<file path="config.mk">
export PLATFORM = sky130hd
export DESIGN_NAME = core_control_q_flat
export DESIGN_NICKNAME = d
export VERILOG_FILES = /design/src/rtl/core_control_q_if.sv /design/src/rtl/core_control_q.sv /design/src/flat_wrapper.sv
export SDC_FILE = /design/constraint.sdc
export NUM_CORES = 1
export LEC_CHECK = 0
export BUFFER_PORTS_ARGS = -buffer_cell sky130_fd_sc_hd__buf_2
export CAP_MARGIN = 25
export CORE_ASPECT_RATIO = 0.8
export CORE_MARGIN = 2
export CORE_UTILIZATION = 60
export DETAILED_ROUTE_END_ITERATION = 8
export GPL_TIMING_DRIVEN = 0
export PLACE_DENSITY = 0.82
export SETUP_SLACK_MARGIN = 0.02
export SLEW_MARGIN = 0
export SYNTH_ARGS = -nofsm -noshare
export SYNTH_HDL_FRONTEND = slang
export SYNTH_SLANG_ARGS = --single-unit
</file>
<file path="constraint.sdc">
create_clock -name ctrl_clk -period 7 [get_ports ctrl_clk]
set_clock_uncertainty 0.1 [all_clocks]
set_input_delay 0.35 -clock ctrl_clk [delete_from_list [all_inputs] [get_ports ctrl_clk]]
set_output_delay 0.35 -clock ctrl_clk [all_outputs]
set_load 0.02 [all_outputs]
</file>
<file path="src/rtl/core_control_q_if.sv">
// Job-submission, memory-controller and processing-unit signals of the core control block.
// The controller is the slave side; whatever drives jobs and completion events is the master.
interface core_control_q_if #(
  parameter int OP_W  = 3,
  parameter int LEN_W = 6
);

  logic [OP_W-1:0]  ctrl_instruction;
  logic [LEN_W-1:0] ctrl_data_in_size;
  logic             ctrl_valid_inst;
  logic             ctrl_valid_data;
  logic             ctrl_ready;
  logic             ctrl_error_clr;
  logic             mc_done;
  logic             mc_data_done;
  logic             procc_done;
  logic [LEN_W-1:0] mc_data_length;
  logic [2:0]       ctrl_data_condition;
  logic [OP_W-1:0]  procc_instruction;
  logic             procc_start;
  logic             ctrl_busy;
  logic             ctrl_job_done;
  logic             ctrl_error;
  logic [7:0]       ctrl_pass_count;

  modport master (
    output ctrl_instruction, ctrl_data_in_size, ctrl_valid_inst, ctrl_valid_data,
           ctrl_error_clr, mc_done, mc_data_done, procc_done,
    input  ctrl_ready, mc_data_length, ctrl_data_condition, procc_instruction,
           procc_start, ctrl_busy, ctrl_job_done, ctrl_error, ctrl_pass_count
  );

  modport slave (
    input  ctrl_instruction, ctrl_data_in_size, ctrl_valid_inst, ctrl_valid_data,
           ctrl_error_clr, mc_done, mc_data_done, procc_done,
    output ctrl_ready, mc_data_length, ctrl_data_condition, procc_instruction,
           procc_start, ctrl_busy, ctrl_job_done, ctrl_error, ctrl_pass_count
  );

endinterface

</file>
<file path="src/rtl/core_control_q.sv">
// Queued core control FSM: buffers jobs in a small FIFO and sequences store, transfer and
// processing passes for each, with a per-state watchdog, a pass limit and a sticky error state.
module core_control_q #(
  parameter int OP_W       = 3,
  parameter int LEN_W      = 6,
  parameter int DEPTH_LOG2 = 2,
  parameter int TIMEOUT    = 255,
  parameter int MAX_PASSES = 15
) (
  input logic           ctrl_clk,
  input logic           ctrl_reset_n,
  core_control_q_if.slave bus
);

  localparam int DEPTH = 1 << DEPTH_LOG2;
  localparam int ENT_W = OP_W + LEN_W;
  localparam int WD_W  = $clog2(TIMEOUT + 1);
  localparam int CNT_W = DEPTH_LOG2 + 1;

  localparam logic [2:0] S_IDLE  = 3'd0;
  localparam logic [2:0] S_STORE = 3'd1;
  localparam logic [2:0] S_TRANS = 3'd2;
  localparam logic [2:0] S_PROC  = 3'd3;
  localparam logic [2:0] S_ERROR = 3'd4;

  localparam logic [2:0] COND_NONE  = 3'b000;
  localparam logic [2:0] COND_INPUT = 3'b100;
  localparam logic [2:0] COND_MEM   = 3'b010;
  localparam logic [2:0] COND_REG   = 3'b001;

  logic [ENT_W-1:0]      fifo_mem [DEPTH];
  logic [ENT_W-1:0]      head;
  logic [DEPTH_LOG2-1:0] wr_ptr;
  logic [DEPTH_LOG2-1:0] rd_ptr;
  logic [CNT_W-1:0]      count;
  logic [CNT_W-1:0]      count_nxt;
  logic                  ready_q;
  logic                  push;
  logic                  pop;

  logic [2:0]            state;
  logic [2:0]            state_nxt;
  logic [WD_W-1:0]       wdog;
  logic                  wdog_expired;
  logic                  pass_below_max;
  logic                  enter_error;

  logic [LEN_W-1:0]      len_q;
  logic [OP_W-1:0]       op_q;
  logic [2:0]            cond_q;
  logic                  start_q;
  logic                  done_q;
  logic                  err_q;
  logic [7:0]            pass_q;

  // A job only leaves the FIFO from IDLE, and pop looks at the pre-edge count, so a job
  // pushed on one edge cannot be popped before the next.
  assign push      = bus.ctrl_valid_inst & bus.ctrl_valid_data & ready_q;
  assign pop       = (state == S_IDLE) && (count != '0);
  assign count_nxt = count + CNT_W'(push) - CNT_W'(pop);
  assign head      = fifo_mem[rd_ptr];

  assign wdog_expired   = (wdog == WD_W'(TIMEOUT - 1));
  assign pass_below_max = (pass_q < 8'(MAX_PASSES));
  assign enter_error    = (state_nxt == S_ERROR) && (state != S_ERROR);

  always_ff @(posedge ctrl_clk) begin
    if (push) begin
      fifo_mem[wr_ptr] <= {bus.ctrl_instruction, bus.ctrl_data_in_size};
    end
  end

  always_ff @(posedge ctrl_clk or negedge ctrl_reset_n) begin
    if (!ctrl_reset_n) begin
      wr_ptr  <= '0;
      rd_ptr  <= '0;
      count   <= '0;
      ready_q <= 1'b1;
    end else begin
      if (push) wr_ptr <= wr_ptr + DEPTH_LOG2'(1);
      if (pop)  rd_ptr <= rd_ptr + DEPTH_LOG2'(1);
      count   <= count_nxt;
      ready_q <= (count_nxt != CNT_W'(DEPTH));
    end
  end

  // An advancing event always beats a watchdog expiry in the same cycle.
  always_comb begin
    state_nxt = state;
    case (state)
      S_IDLE:  if (pop) state_nxt = S_STORE;
      S_STORE: begin
        if (bus.mc_done)       state_nxt = S_TRANS;
        else if (wdog_expired) state_nxt = S_ERROR;
      end
      S_TRANS: begin
        if (bus.mc_done)       state_nxt = S_PROC;
        else if (wdog_expired) state_nxt = S_ERROR;
      end
      S_PROC: begin
        if (bus.mc_data_done)    state_nxt = S_IDLE;
        else if (bus.procc_done) state_nxt = pass_below_max ? S_TRANS : S_ERROR;
        else if (wdog_expired)   state_nxt = S_ERROR;
      end
      S_ERROR: if (bus.ctrl_error_clr) state_nxt = S_IDLE;
      default: state_nxt = S_IDLE;
    endcase
  end

  always_ff @(posedge ctrl_clk or negedge ctrl_reset_n) begin
    if (!ctrl_reset_n) begin
      state <= S_IDLE;
      wdog  <= '0;
    end else begin
      state <= state_nxt;
      if (state_nxt != state) begin
        wdog <= '0;
      end else if (state == S_STORE || state == S_TRANS || state == S_PROC) begin
        wdog <= wdog + WD_W'(1);
      end else begin
        wdog <= '0;
      end
    end
  end

  always_ff @(posedge ctrl_clk or negedge ctrl_reset_n) begin
    if (!ctrl_reset_n) begin
      len_q   <= '0;
      op_q    <= '0;
      cond_q  <= COND_NONE;
      start_q <= 1'b0;
      done_q  <= 1'b0;
      err_q   <= 1'b0;
      pass_q  <= '0;
    end else begin
      done_q <= 1'b0;
      if (enter_error) begin
        err_q   <= 1'b1;
        cond_q  <= COND_NONE;
        start_q <= 1'b0;
      end else begin
        case (state)
          S_IDLE: begin
            if (pop) begin
              len_q  <= head[LEN_W-1:0];
              op_q   <= head[ENT_W-1:LEN_W];
              cond_q <= COND_INPUT;
              pass_q <= '0;
            end
          end
          S_STORE: if (bus.mc_done) cond_q <= COND_MEM;
          S_TRANS: begin
            if (bus.mc_done) begin
              start_q <= 1'b1;
              cond_q  <= COND_REG;
              pass_q  <= pass_q + 8'd1;
            end
          end
          S_PROC: begin
            if (bus.mc_data_done) begin
              cond_q  <= COND_NONE;
              start_q <= 1'b0;
              done_q  <= 1'b1;
            end else if (bus.procc_done) begin
              cond_q  <= COND_MEM;
              start_q <= 1'b0;
            end
          end
          S_ERROR: if (bus.ctrl_error_clr) err_q <= 1'b0;
          default: begin
            cond_q  <= COND_NONE;
            start_q <= 1'b0;
          end
        endcase
      end
    end
  end

  assign bus.ctrl_ready          = ready_q;
  assign bus.mc_data_length      = len_q;
  assign bus.procc_instruction   = op_q;
  assign bus.ctrl_data_condition = cond_q;
  assign bus.procc_start         = start_q;
  assign bus.ctrl_busy           = (state != S_IDLE);
  assign bus.ctrl_job_done       = done_q;
  assign bus.ctrl_error          = err_q;
  assign bus.ctrl_pass_count     = pass_q;

endmodule

</file>
<file path="src/flat_wrapper.sv">
// flat-port wrapper written by rule: the top's interface ports become plain ports
module core_control_q_flat 
#(
  parameter int OP_W       = 3,
  parameter int LEN_W      = 6,
  parameter int DEPTH_LOG2 = 2,
  parameter int TIMEOUT    = 255,
  parameter int MAX_PASSES = 15
)
  (ctrl_clk, ctrl_reset_n, bus_ctrl_instruction, bus_ctrl_data_in_size, bus_ctrl_valid_inst, bus_ctrl_valid_data, bus_ctrl_error_clr, bus_mc_done, bus_mc_data_done, bus_procc_done, bus_ctrl_ready, bus_mc_data_length, bus_ctrl_data_condition, bus_procc_instruction, bus_procc_start, bus_ctrl_busy, bus_ctrl_job_done, bus_ctrl_error, bus_ctrl_pass_count);
  core_control_q_if #(.OP_W(OP_W), .LEN_W(LEN_W)) bus_i ();
  input logic ctrl_clk;
  input logic ctrl_reset_n;
  input wire logic [$bits(bus_i.ctrl_instruction)-1:0] bus_ctrl_instruction;
  input wire logic [$bits(bus_i.ctrl_data_in_size)-1:0] bus_ctrl_data_in_size;
  input wire logic [$bits(bus_i.ctrl_valid_inst)-1:0] bus_ctrl_valid_inst;
  input wire logic [$bits(bus_i.ctrl_valid_data)-1:0] bus_ctrl_valid_data;
  input wire logic [$bits(bus_i.ctrl_error_clr)-1:0] bus_ctrl_error_clr;
  input wire logic [$bits(bus_i.mc_done)-1:0] bus_mc_done;
  input wire logic [$bits(bus_i.mc_data_done)-1:0] bus_mc_data_done;
  input wire logic [$bits(bus_i.procc_done)-1:0] bus_procc_done;
  output wire logic [$bits(bus_i.ctrl_ready)-1:0] bus_ctrl_ready;
  output wire logic [$bits(bus_i.mc_data_length)-1:0] bus_mc_data_length;
  output wire logic [$bits(bus_i.ctrl_data_condition)-1:0] bus_ctrl_data_condition;
  output wire logic [$bits(bus_i.procc_instruction)-1:0] bus_procc_instruction;
  output wire logic [$bits(bus_i.procc_start)-1:0] bus_procc_start;
  output wire logic [$bits(bus_i.ctrl_busy)-1:0] bus_ctrl_busy;
  output wire logic [$bits(bus_i.ctrl_job_done)-1:0] bus_ctrl_job_done;
  output wire logic [$bits(bus_i.ctrl_error)-1:0] bus_ctrl_error;
  output wire logic [$bits(bus_i.ctrl_pass_count)-1:0] bus_ctrl_pass_count;
  assign bus_i.ctrl_instruction = bus_ctrl_instruction;
  assign bus_i.ctrl_data_in_size = bus_ctrl_data_in_size;
  assign bus_i.ctrl_valid_inst = bus_ctrl_valid_inst;
  assign bus_i.ctrl_valid_data = bus_ctrl_valid_data;
  assign bus_i.ctrl_error_clr = bus_ctrl_error_clr;
  assign bus_i.mc_done = bus_mc_done;
  assign bus_i.mc_data_done = bus_mc_data_done;
  assign bus_i.procc_done = bus_procc_done;
  assign bus_ctrl_ready = bus_i.ctrl_ready;
  assign bus_mc_data_length = bus_i.mc_data_length;
  assign bus_ctrl_data_condition = bus_i.ctrl_data_condition;
  assign bus_procc_instruction = bus_i.procc_instruction;
  assign bus_procc_start = bus_i.procc_start;
  assign bus_ctrl_busy = bus_i.ctrl_busy;
  assign bus_ctrl_job_done = bus_i.ctrl_job_done;
  assign bus_ctrl_error = bus_i.ctrl_error;
  assign bus_ctrl_pass_count = bus_i.ctrl_pass_count;
  core_control_q #(.OP_W(OP_W), .LEN_W(LEN_W), .DEPTH_LOG2(DEPTH_LOG2), .TIMEOUT(TIMEOUT), .MAX_PASSES(MAX_PASSES)) u_core (.ctrl_clk(ctrl_clk), .ctrl_reset_n(ctrl_reset_n), .bus(bus_i));
endmodule
</file>
==> metrics.md <==
| Metric | Value |
|---|---|
| Outcome | finished clean |
| Comb pwr share | 0.382 |
| Fin. max-slew vios | 0 |
| Critical Path Slowest Stage Cell | or3_4 |
| Placer Congestion | 0.8592 |
| Vias per cell | 5.661 |
| Main combinational cell family by area after synthesis | simple AND/OR/NAND/NOR gates |
| TritonCTS clock tree | yes |
| Fin Setup TNS | 0 ns |
| Clock group share of total power | 0.232 |
| Number of fill cells in the layout | 387 |
| Worst Hold End | u_core.fifo_mem[2][0]$_DFFE_PP_ |
| Fin area | 0.004055 mm² |
| Mean post-synth cell area | 14.28 µm² |
| Fin nets | 325 |
| Crit path arrival time | 3.09 ns |
| Flops & latches, synth | 78 |
| Critical path cell sequence | or3_4 > nor2_2 > buf_6 > buf_6 > ha_1 > inv_1 > ha_1 > inv_1 > fa_1 > xnor2_1 > xnor2_1 > nand3b_1 |
| Most common cell after layout, fill and taps aside | buf_2 |
| Async set-or-reset flop fraction in the synthesized netlist | 0.5385 |
| Clk buf depth | 2 |
| Top Metal Used | met4 |
| Die height | 72.16 µm |
| Mux share of post-synthesis cell area | 0.09013 |
| Worst Max-Slew Pin Slew | 0.6477 ns |
| Overflow after GRT | 0 |
| Final hold violation count | 0 |
| Tot Pwr | 1686 µW |
| Mapped cell area | 0.003485 mm² |
| R2R Path End | u_core.bus.ctrl_ready$_DFF_PN1_ |
| Crit path launch type | flip-flop |
| Ys Warns | 0 |
| Die area | 0.006437 mm² |
| Max cap viols | 0 |
| Clk sinks | 78 |
| DR WL/cell | 16.52 µm |
| Min-delay worst type | in -> reg |
| Detail Route Antenna Nets | 0 |
| Metal1 wirelength | 2767 µm |
| Core Region | 0.005525 mm² |
| Final WL | 6293 µm |
| Total net switching power | 572.1 µW |
| XOR/XNOR share of the synthesized area | 0.04273 |
| Htree depth | 3 |
| DP HPWL | 4348 µm |
| Routed wl met3 | 410 µm |
| Syn_nets | 271 |
| Clk slew on worst S/H paths | 0.07 ns |
| CP Capture Type | flip-flop |
| Pwr dens | 415.8 mW/mm² |
| Register share of total power | 0.386 |
| Synth Flop Type | dfrtp_1 |
| Final period demand of the worst path | 2.917 ns |
| Post-CTS Setup Bufs | 0 |
| Layout cells sized above 1 | 0.3135 |
| Inserted Diodes | 0 |
| Yosys cell types | 59 |
| Crit share post-route | 0.4167 |
| Largest net degree at the start of global routing | 43 |
| Initial core utilization | 0.6307 |
| Sequential element share of the synthesized area | 0.6122 |
| Simple-Gate Fraction of Synth Area | 0.1285 |
| Critical Path RT | 7.17 ns |
| First-pass DRT Iterations | 5 |
| Synth Area in Adders | 0.03806 |
| Hold Crit Start | bus_ctrl_data_in_size[0] |
| Row count | 24 |
| Detailed-route DRC error count | 0 |
| Port Buf Inserts | 41 |
| Reg-to-reg setup timing slack | 4.08 ns |
| R2r worst-path depth | 12 |
| Worst-path maximum fanout | 10 |
| Area growth syn-to-layout | 16.37% |
| Hold depth | 1 |
| Sw Ratio | 0.3393 |
| Routed wl met2 | 3026 µm |
| Mapped Cells | 244 |
| Highest Clock Rate | 342.8 MHz |
| Boundary Pins | 42 |
| Iteration-0 DRC Markers | 185 |
| Initial antenna violation count | 0 |
| First-pass GRT wire length | 10220 µm |
| Setup CP Type | reg -> reg |
| Rel. slew slack | 0.5682 |
| Post-synth EDFFs | 36 |
| VDD IR max | 0.0002606 V |
| Vias in the first global route | 2106 |
| Die width | 89.21 µm |
| Total CTS buffers | 9 |
| Placed Area | 0.003787 mm² |
| Root Driver | clkbuf_8 |
| Worst-Skew Late Latency | 0.35 ns |
| Most frequent cells in the layout | buf_2, dfrtp_1, edfxtp_1, nor2_1, nand2_1 |
| Reg2reg start | u_core.state[1]$_DFF_PN0_ |
| RSZ-0062 raised after global routing | false |
| Complex-gate fraction of the synthesized area | 0.05889 |
| Gr usage total | 0.2190 |
| Routed via count | 2157 |
| # setup viols final | 0 |
| CP max stage delay | 0.45 ns |
| Pleak | 0.001701 µW |
| Pint | 1114 µW |
-- cell type report --
cell class              instances  area [µm²]  share of cell area
flip-flops and latches         78        2133              0.5261
multi-input cells             146        1249              0.3079
repair buffers                 43       235.2             0.05801
clock buffers                  10       127.6             0.03147
clock inverters                 6       110.1             0.02715
well taps                      78       97.59             0.02407
plain buffers                   8       57.56             0.01419
inverters                      12       45.04             0.01111
-- through the flow --
step	std cells	utilization	hold slack (ns)	setup WS (ns)
final	381	0.7339	0.1104	4.083
after global placement	363	0.6855	0.3548	4.141
after global routing	381	0.7339	0.09356	3.902
after floorplan	244	-	-0.04559	4.322
after CTS	379	0.7285	0.05479	4.070
after detailed placement	363	0.6855	0.3619	4.105
-- per-layer routing --
layer	GRT usage	vias up
li1	-	992
met1	0.2996	1074
met2	0.3267	76
met3	0.08191	15
met4	0.07629	0
met5	0	-
-- synth_stat cells, types with 3 or more instances --
master	instances	area (µm²)
o21ai_0	4	20.02
nand3_1	7	35.03
mux2_2	8	90.09
a21oi_1	4	20.02
nand2_1	15	56.30
nor2_1	19	71.32
ha_1	9	112.6
buf_4	3	22.52
xor2_1	7	61.31
and2_1	4	25.02
dfrtp_1	41	1026
mux4_2	9	202.7
and3_1	5	31.28
inv_1	12	45.04
edfxtp_1	36	1081
xnor2_1	10	87.58
-- power by group through the flow --
stage	Sequential [µW]	Combinational (µW)	Clock [µW]
final	650	644	392
after global routing	661	707	421
after CTS	650	648	404
after detailed placement	658	644	0
after global placement	651	619	0
after floorplan	704	426	0
-- flip-flops by register name (all words and copies together), names as in the netlist --
signal                          count
u_core.bus.procc_start              1
u_core.bus.procc_instruction        3
u_core.bus.ctrl_job_done            1
u_core.wr_ptr                       2
u_core.wdog                         8
u_core.state                        3
u_core.bus.ctrl_ready               1
u_core.fifo_mem                    36
u_core.count                        3
u_core.bus.ctrl_error               1
u_core.bus.ctrl_data_condition      3
u_core.bus.ctrl_pass_count          8
u_core.bus.mc_data_length           6
u_core.rd_ptr                       2
-- worst max path at each step --
stage	from	to	slack, ns	cells past startpoint
floorplan	u_core.state[1]$_DFF_PN0_	u_core.bus.ctrl_ready$_DFF_PN1_	4.32	12
global placement	u_core.state[1]$_DFF_PN0_	u_core.bus.ctrl_ready$_DFF_PN1_	4.14	12
detailed placement	u_core.state[1]$_DFF_PN0_	u_core.bus.ctrl_ready$_DFF_PN1_	4.10	12
CTS	u_core.state[1]$_DFF_PN0_	u_core.bus.ctrl_ready$_DFF_PN1_	4.07	12
global route	u_core.state[2]$_DFF_PN0_	u_core.bus.ctrl_ready$_DFF_PN1_	3.90	12
finish	u_core.state[1]$_DFF_PN0_	u_core.bus.ctrl_ready$_DFF_PN1_	4.08	12
-- worst max-delay path: cells and delay by family (launching register included) --
kind,cells,cell delay [ns]
AND/OR/NAND/NOR,3,0.75
adder cells (fa/ha/maj),3,0.73
buffers and inverters,4,0.46
flip-flops,1,0.44
XOR/XNOR,2,0.36
-- timing repair --
action | in CTS | in global routing
hold buffers | 0 | 1
resized for setup | 0 | 0
endpoints found under the hold margin | 0 | 41
-- kinds of logic after synthesis --
kind of cell               count (synthesis)
AOI/OAI and AO/OA                         25
xor gates and xnor gates                  17
adders and majority gates                 10
buffers and inverters                     20
DFF                                       78
muxes                                     19
and+or+nand+nor                           75
Note: power is estimated with default switching activity, not from simulation.
